[src/rtl/seq_sched_pkg.sv]
// ----------------------------------------------------------------------------
// seq_sched_pkg
// Shared types and constants for the sequence-detector frame scheduler.
//   DEF_W        : default frame width in bits
//   state_e      : scheduler FSM state encoding
//   id_to_onehot : requester id -> one-hot accept strobe
// ----------------------------------------------------------------------------
package seq_sched_pkg;

    localparam int DEF_W = 8;

    typedef enum logic [2:0] {
        ST_IDLE   = 3'd0,
        ST_CLEAR  = 3'd1,
        ST_SHIFT  = 3'd2,
        ST_DRAIN  = 3'd3,
        ST_RESULT = 3'd4
    } state_e;

    function automatic logic [1:0] id_to_onehot(input logic id);
        return id ? 2'b10 : 2'b01;
    endfunction

endpackage

[src/rtl/seq_frame_sched_if.sv]
// ----------------------------------------------------------------------------
// seq_frame_sched_if
// Request and result buses of the frame scheduler.
//   req_valid[1:0]       : per-requester frame valid
//   req_data0/req_data1  : W-bit frame words, MSB shifted first
//   req_ready[1:0]       : one-hot accept strobe
//   res_valid/res_ready  : result handshake
//   res_id               : requester of the reported frame
//   res_ycnt/res_zcnt    : detector pulse counts for the frame
// Modports: master = requesters/result consumer, slave = scheduler.
// ----------------------------------------------------------------------------
interface seq_frame_sched_if #(
    parameter int W = seq_sched_pkg::DEF_W
);
    localparam int CW = $clog2(W + 1);

    logic [1:0]    req_valid;
    logic [W-1:0]  req_data0;
    logic [W-1:0]  req_data1;
    logic [1:0]    req_ready;
    logic          res_valid;
    logic          res_ready;
    logic          res_id;
    logic [CW-1:0] res_ycnt;
    logic [CW-1:0] res_zcnt;

    modport master (
        output req_valid, req_data0, req_data1, res_ready,
        input  req_ready, res_valid, res_id, res_ycnt, res_zcnt
    );

    modport slave (
        input  req_valid, req_data0, req_data1, res_ready,
        output req_ready, res_valid, res_id, res_ycnt, res_zcnt
    );

endinterface

[src/rtl/seq_frame_sched_rr_arb2.sv]
// ----------------------------------------------------------------------------
// rr_arb2
// Two-way round-robin arbiter. A lone request is always granted; on a tie the
// requester not granted last wins. The last-grant pointer resets to 1 so
// requester 0 wins the first tie.
//   clk, rst : clock, async active-low reset
//   req[1:0] : request vector
//   adv      : commit the current grant to the last-grant pointer
//   gnt[1:0] : one-hot grant (combinational)
// ----------------------------------------------------------------------------
module rr_arb2 (
    input  logic       clk,
    input  logic       rst,
    input  logic [1:0] req,
    input  logic       adv,
    output logic [1:0] gnt
);

    logic last_q, last_d;

    // NOTE: every signal assigned in always_comb gets a default first, so no
    // path leaves it unassigned and no latch is inferred.
    always_comb begin
        gnt    = req;
        last_d = last_q;
        if (req == 2'b11) begin
            gnt = last_q ? 2'b01 : 2'b10;
        end
        if (adv && (req != 2'b00)) begin
            last_d = gnt[1];
        end
    end

    // NOTE: state registers use non-blocking assignments so every flop samples
    // the pre-edge value of every other flop, matching the hardware.
    always_ff @(posedge clk or negedge rst) begin
        if (!rst) begin
            last_q <= 1'b1;
        end else begin
            last_q <= last_d;
        end
    end

endmodule

[src/rtl/seq_frame_sched.sv]
// ----------------------------------------------------------------------------
// seq_frame_sched
// Shares one serial sequence detector between two frame requesters. For each
// granted frame: clear the detector for one cycle, shift the frame out MSB
// first, count detector y/z pulses, then report id and counts.
//   clk, rst   : clock, async active-low reset
//   bus        : request/result buses (seq_frame_sched_if.slave)
//   x_out      : serial bit to the detector, registered
//   det_rst_n  : detector reset, active-low, registered
//   y_in, z_in : detector outputs (registered in the detector)
// ----------------------------------------------------------------------------
module seq_frame_sched
    import seq_sched_pkg::*;
#(
    parameter int W = DEF_W
) (
    input  logic               clk,
    input  logic               rst,
    seq_frame_sched_if.slave   bus,
    output logic               x_out,
    output logic               det_rst_n,
    input  logic               y_in,
    input  logic               z_in
);

    localparam int CW = $clog2(W + 1);
    localparam int IW = $clog2(W);
    localparam logic [IW-1:0] LAST_BIT = IW'(W - 1);

    state_e        state_q, state_d;
    logic [W-1:0]  shreg_q, shreg_d;
    logic [IW-1:0] bit_q, bit_d;
    logic          id_q, id_d;
    logic [CW-1:0] ycnt_q, ycnt_d;
    logic [CW-1:0] zcnt_q, zcnt_d;
    logic [1:0]    req_ready_q, req_ready_d;
    logic          x_out_q, x_out_d;
    logic          det_rst_n_q, det_rst_n_d;

    logic [1:0]    gnt;
    logic          any_req;

    assign any_req = |bus.req_valid;

    // Pointer only advances on a real grant, which happens in IDLE alone.
    rr_arb2 u_arb (
        .clk (clk),
        .rst (rst),
        .req (bus.req_valid),
        .adv (state_q == ST_IDLE),
        .gnt (gnt)
    );

    always_comb begin
        state_d     = state_q;
        shreg_d     = shreg_q;
        bit_d       = bit_q;
        id_d        = id_q;
        ycnt_d      = ycnt_q;
        zcnt_d      = zcnt_q;
        req_ready_d = 2'b00;
        x_out_d     = 1'b0;
        det_rst_n_d = 1'b1;

        unique case (state_q)
            ST_IDLE: begin
                if (any_req) begin
                    state_d     = ST_CLEAR;
                    shreg_d     = gnt[1] ? bus.req_data1 : bus.req_data0;
                    id_d        = gnt[1];
                    ycnt_d      = '0;
                    zcnt_d      = '0;
                    req_ready_d = id_to_onehot(gnt[1]);
                    det_rst_n_d = 1'b0;
                end
            end
            ST_CLEAR: begin
                // Pre-load the first bit so x_out is valid in SHIFT cycle 0.
                state_d = ST_SHIFT;
                bit_d   = '0;
                x_out_d = shreg_q[W-1];
                shreg_d = shreg_q << 1;
            end
            ST_SHIFT: begin
                // Detector output lags x by one cycle; SHIFT cycle 0 still
                // shows the cleared detector, so it is not counted.
                if (bit_q != '0) begin
                    ycnt_d = ycnt_q + CW'(y_in);
                    zcnt_d = zcnt_q + CW'(z_in);
                end
                // After W shifts the register is all zero, so the last SHIFT
                // cycle naturally loads x_out=0 for DRAIN.
                x_out_d = shreg_q[W-1];
                shreg_d = shreg_q << 1;
                if (bit_q == LAST_BIT) begin
                    state_d = ST_DRAIN;
                end else begin
                    bit_d = bit_q + IW'(1);
                end
            end
            ST_DRAIN: begin
                ycnt_d  = ycnt_q + CW'(y_in);
                zcnt_d  = zcnt_q + CW'(z_in);
                state_d = ST_RESULT;
            end
            ST_RESULT: begin
                if (bus.res_ready) begin
                    state_d = ST_IDLE;
                end
            end
            default: begin
                state_d = ST_IDLE;
            end
        endcase
    end

    // All scheduler flops, datapath included, return to known values so an
    // aborted frame leaves nothing behind.
    always_ff @(posedge clk or negedge rst) begin
        if (!rst) begin
            state_q     <= ST_IDLE;
            shreg_q     <= '0;
            bit_q       <= '0;
            id_q        <= 1'b0;
            ycnt_q      <= '0;
            zcnt_q      <= '0;
            req_ready_q <= 2'b00;
            x_out_q     <= 1'b0;
            det_rst_n_q <= 1'b0;
        end else begin
            state_q     <= state_d;
            shreg_q     <= shreg_d;
            bit_q       <= bit_d;
            id_q        <= id_d;
            ycnt_q      <= ycnt_d;
            zcnt_q      <= zcnt_d;
            req_ready_q <= req_ready_d;
            x_out_q     <= x_out_d;
            det_rst_n_q <= det_rst_n_d;
        end
    end

    assign bus.req_ready = req_ready_q;
    assign bus.res_valid = (state_q == ST_RESULT);
    assign bus.res_id    = id_q;
    assign bus.res_ycnt  = ycnt_q;
    assign bus.res_zcnt  = zcnt_q;
    assign x_out         = x_out_q;
    assign det_rst_n     = det_rst_n_q;

endmodule

[src/flat_wrapper.sv]
// flat-port wrapper written by rule: the top's interface ports become plain ports
module seq_frame_sched_flat import seq_sched_pkg::*;
#(
    parameter int W = DEF_W
)
  (clk, rst, x_out, det_rst_n, y_in, z_in, bus_req_valid, bus_req_data0, bus_req_data1, bus_res_ready, bus_req_ready, bus_res_valid, bus_res_id, bus_res_ycnt, bus_res_zcnt);
  seq_frame_sched_if #(.W(W)) bus_i ();
  input  logic clk;
  input  logic rst;
  output logic x_out;
  output logic det_rst_n;
  input  logic y_in;
  input  logic z_in;
  input wire logic [$bits(bus_i.req_valid)-1:0] bus_req_valid;
  input wire logic [$bits(bus_i.req_data0)-1:0] bus_req_data0;
  input wire logic [$bits(bus_i.req_data1)-1:0] bus_req_data1;
  input wire logic [$bits(bus_i.res_ready)-1:0] bus_res_ready;
  output wire logic [$bits(bus_i.req_ready)-1:0] bus_req_ready;
  output wire logic [$bits(bus_i.res_valid)-1:0] bus_res_valid;
  output wire logic [$bits(bus_i.res_id)-1:0] bus_res_id;
  output wire logic [$bits(bus_i.res_ycnt)-1:0] bus_res_ycnt;
  output wire logic [$bits(bus_i.res_zcnt)-1:0] bus_res_zcnt;
  assign bus_i.req_valid = bus_req_valid;
  assign bus_i.req_data0 = bus_req_data0;
  assign bus_i.req_data1 = bus_req_data1;
  assign bus_i.res_ready = bus_res_ready;
  assign bus_req_ready = bus_i.req_ready;
  assign bus_res_valid = bus_i.res_valid;
  assign bus_res_id = bus_i.res_id;
  assign bus_res_ycnt = bus_i.res_ycnt;
  assign bus_res_zcnt = bus_i.res_zcnt;
  seq_frame_sched #(.W(W)) u_core (.clk(clk), .rst(rst), .bus(bus_i), .x_out(x_out), .det_rst_n(det_rst_n), .y_in(y_in), .z_in(z_in));
endmodule
[config.mk]
export PLATFORM = sky130hd
export DESIGN_NAME = seq_frame_sched_flat
export DESIGN_NICKNAME = d
export VERILOG_FILES = /design/src/rtl/seq_sched_pkg.sv /design/src/rtl/seq_frame_sched_if.sv /design/src/rtl/seq_frame_sched_rr_arb2.sv /design/src/rtl/seq_frame_sched.sv /design/src/flat_wrapper.sv
export SDC_FILE = /design/constraint.sdc
export NUM_CORES = 1
export LEC_CHECK = 0
export BUFFER_PORTS_ARGS = -buffer_cell sky130_fd_sc_hd__buf_2
export CORE_ASPECT_RATIO = 1.2
export CORE_MARGIN = 10
export CORE_UTILIZATION = 47
export DETAILED_ROUTE_END_ITERATION = 8
export PLACE_DENSITY = 0.73
export SYNTH_ARGS = -nofsm -noshare
export SYNTH_HDL_FRONTEND = slang
export SYNTH_SLANG_ARGS = --single-unit
[constraint.sdc]
create_clock -name clk -period 2 [get_ports clk]
set_input_delay 0.3 -clock clk [delete_from_list [all_inputs] [get_ports clk]]
set_output_delay 0.3 -clock clk [all_outputs]
set_load 0.01 [all_outputs]
==> impl_metrics.ini <==
[clock_tree]
h-tree-depth = 1
clkTransAtPathRegs_ns = 0.09
clkLatencyLatePin_ns = 0.26
tritoncts = built
clockRootBuffer = clkbuf_8
postCtsHoldBufs = 0
cts_resized = 0
postCtsSetupRepairBufs = 0
clkSinkCount = 28
numCtsBuffers = 3
cts_buffer_depth = 2

[sta]
slew_headroom_pct = 46.8
post-route-min-period_ns = 1.75
finalHoldViolCount = 0
worst_slack_ns = 0.250
slew_viol_final = 0
timing.fmax_mhz = 571
rsz0062_at_grt = no
setup_viol = 0
setup_tns_ns = 0
period_share_pct = 87.5
worst_pin_slew_ns = 0.792
fin_skew_ns = 0.00364

[route]
routed_wl_um = 3360
drtPass1Iterations = 4
num_vias = 1183
wl_per_cell_um = 15.7
drc = 0
antenna_left = 0
drt_iter0_markers = 71
viasPerCell = 5.53

[synth]
yosysSeqAreaShare_pct = 43.7
yosysTopAreaCell = dfrtp_1
syn_nets = 169
synth.avg_cell_area_sq_um = 11.6
synthTopCellsByArea = dfrtp_1 42%, mux2i_1 11%, ha_1 5.5%, inv_1 4.0%, a221oi_1 3.8%
syn-cell-area_sq_um = 1610
synth_cells = 139
yosysTopAreaCellShare_pct = 42.1
ys_types = 36
yosysWarningCount = 0
ys_ff_latch = 28

[layout]
final_cell_count_no_fill = 214
final_layout_size_suffix_gt1_share_pct = 32.2
diodes = 0
fin_nets = 208
nFillCells = 287
layout_commonest_cell = buf_2
layout_common_cells = 36 x buf_2, 27 x dfrtp_1, 17 x inv_1, 17 x mux2i_1, 10 x nor3_1
syn_to_final_growth_pct = 16.4
fin_area_sq_um = 1870

[place]
placed_area_sq_um = 1810
io_buffer_count = 36
dp_cells = 210
dpl_worst_slack_ns = 0.270
gp_congestion = 0.744
place.detailed.hpwl_um = 2650

[power_and_ir_drop]
ir_drop_uv = 826
p_per_area_nw_per_um2 = 1420
p_leak_nw = 0.903
p_total_w = 0.00266

[worst_setup_path]
cp.arrival_ns = 1.90
worstPathRequired_ns = 2.15
criticalPathCategory = reg2reg
path_max_fanout = 15
critPathLaunch = u_core.state_q[0]
crit_path_end_kind = flop
worstSetupStartpointType = flop
r2r_start = u_core.state_q[0]

[grt]
antenna_found_initial = 0
grt_pass1_wl_um = 5680
grt_usage_pct = 10.9
grt_max_degree = 29
overflow = 0
grt_pass1_vias = 1289

[flow_run]
max_cap_violations = 0

[floorplanning]
num_rows = 23
core_area_sq_um = 3310
io_pins = 37
dieArea_sq_um = 6170
start_util_pct = 48.5
die_h_um = 84.0
chipWidth_um = 73.4

[hold_path]
hold_class = in2async

[outcome]
status = completed
==> critical path, cell delays in order (launching register included) <==
cell	delay, ns
dfrtp_1	0.55
xnor2_1	0.72
nor3_1	0.09
a221oi_1	0.28
==> sequential cells by signal, indices dropped and copies added (netlist names) <==
register / cells
u_core.shreg_q: 8
u_core.bus.res_ycnt: 4
u_core.bus.res_zcnt: 4
u_core.bit_q: 3
u_core.state_q: 3
u_core.bus.req_ready: 2
u_core.bus.res_id: 1
u_core.det_rst_n: 1
u_core.u_arb.last_q: 1
u_core.x_out: 1
==> final cells by class <==
type	instances	area, sq um	share of cell area [%]
Tap cell	37	46.3	2.48
Timing Repair Buffer	40	210	11.2
Multi-Input combinational cell	87	786	42.0
Inverter	18	70.1	3.75
Sequential cell	28	702	37.6
Clock buffer	4	55.1	2.95
==> where the power goes <==
part | switching, W | total, W | internal, W
Sequential | 0.000194 | 0.000984 | 0.000791
Combinational | 0.000763 | 0.00133 | 0.000569
Clock | 0.000165 | 0.000340 | 0.000176
Total | 0.00112 | 0.00266 | 0.00154
==> final timing paths <==
check,end,slack (ns),cells past startpoint
worst min-delay path,u_core.bus.req_ready[1],0.04,1
worst max-delay path,u_core.shreg_q[5],0.25,3
worst max register to register,u_core.shreg_q[5],0.25,3
max in group asynchronous,u_core.shreg_q[3],1.56,1
min in group clk,u_core.shreg_q[0],0.31,3
worst min register to register,u_core.bus.res_id,0.48,1
==> synthesized netlist by cell type (all sizes together) <==
cell type	count
nor3b	1
inv	18
o41ai	1
a211oi	1
nor2	4
a21o	1
nor3	10
nor2b	2
o21bai	6
or3	1
a31oi	1
dfstp	1
xnor2	1
and2	1
o21ai	4
nand3	2
mux2i	17
a2111oi	5
buf	6
o2bb2ai	4
a22oi	2
dfrtp	27
a21boi	1
and4bb	1
a21oi	2
ha	7
a221oi	7
a22o	1
nand2	4
==> stage by stage <==
step / util [%] / hold slack (ns)
after floorplan: - / 0.00441
after global placement: 54.8 / 0.347
after detailed placement: 54.8 / 0.352
after CTS: 56.5 / 0.0593
after global routing: 56.5 / 0.0750
final: 56.5 / 0.0363
==> logic make-up after synthesis <==
kind of cell,synth area share [%]
AOI/OAI and AO/OA,22.5
DFF,43.7
and+or+nand+nor,9.81
buffers and inverters,7.40
muxes,10.6
adders and majority gates,5.45
xor gates and xnor gates,0.545
==> layer usage <==
layer	vias up	routed length (um)	track usage [%]
met5	-	0	0
met4	0	15	2.38
li1	584	-	-
met2	26	1750	19.4
met3	2	218	3.45
met1	571	1370	12.0
No activity file was read; power rests on OpenSTA's default activity.
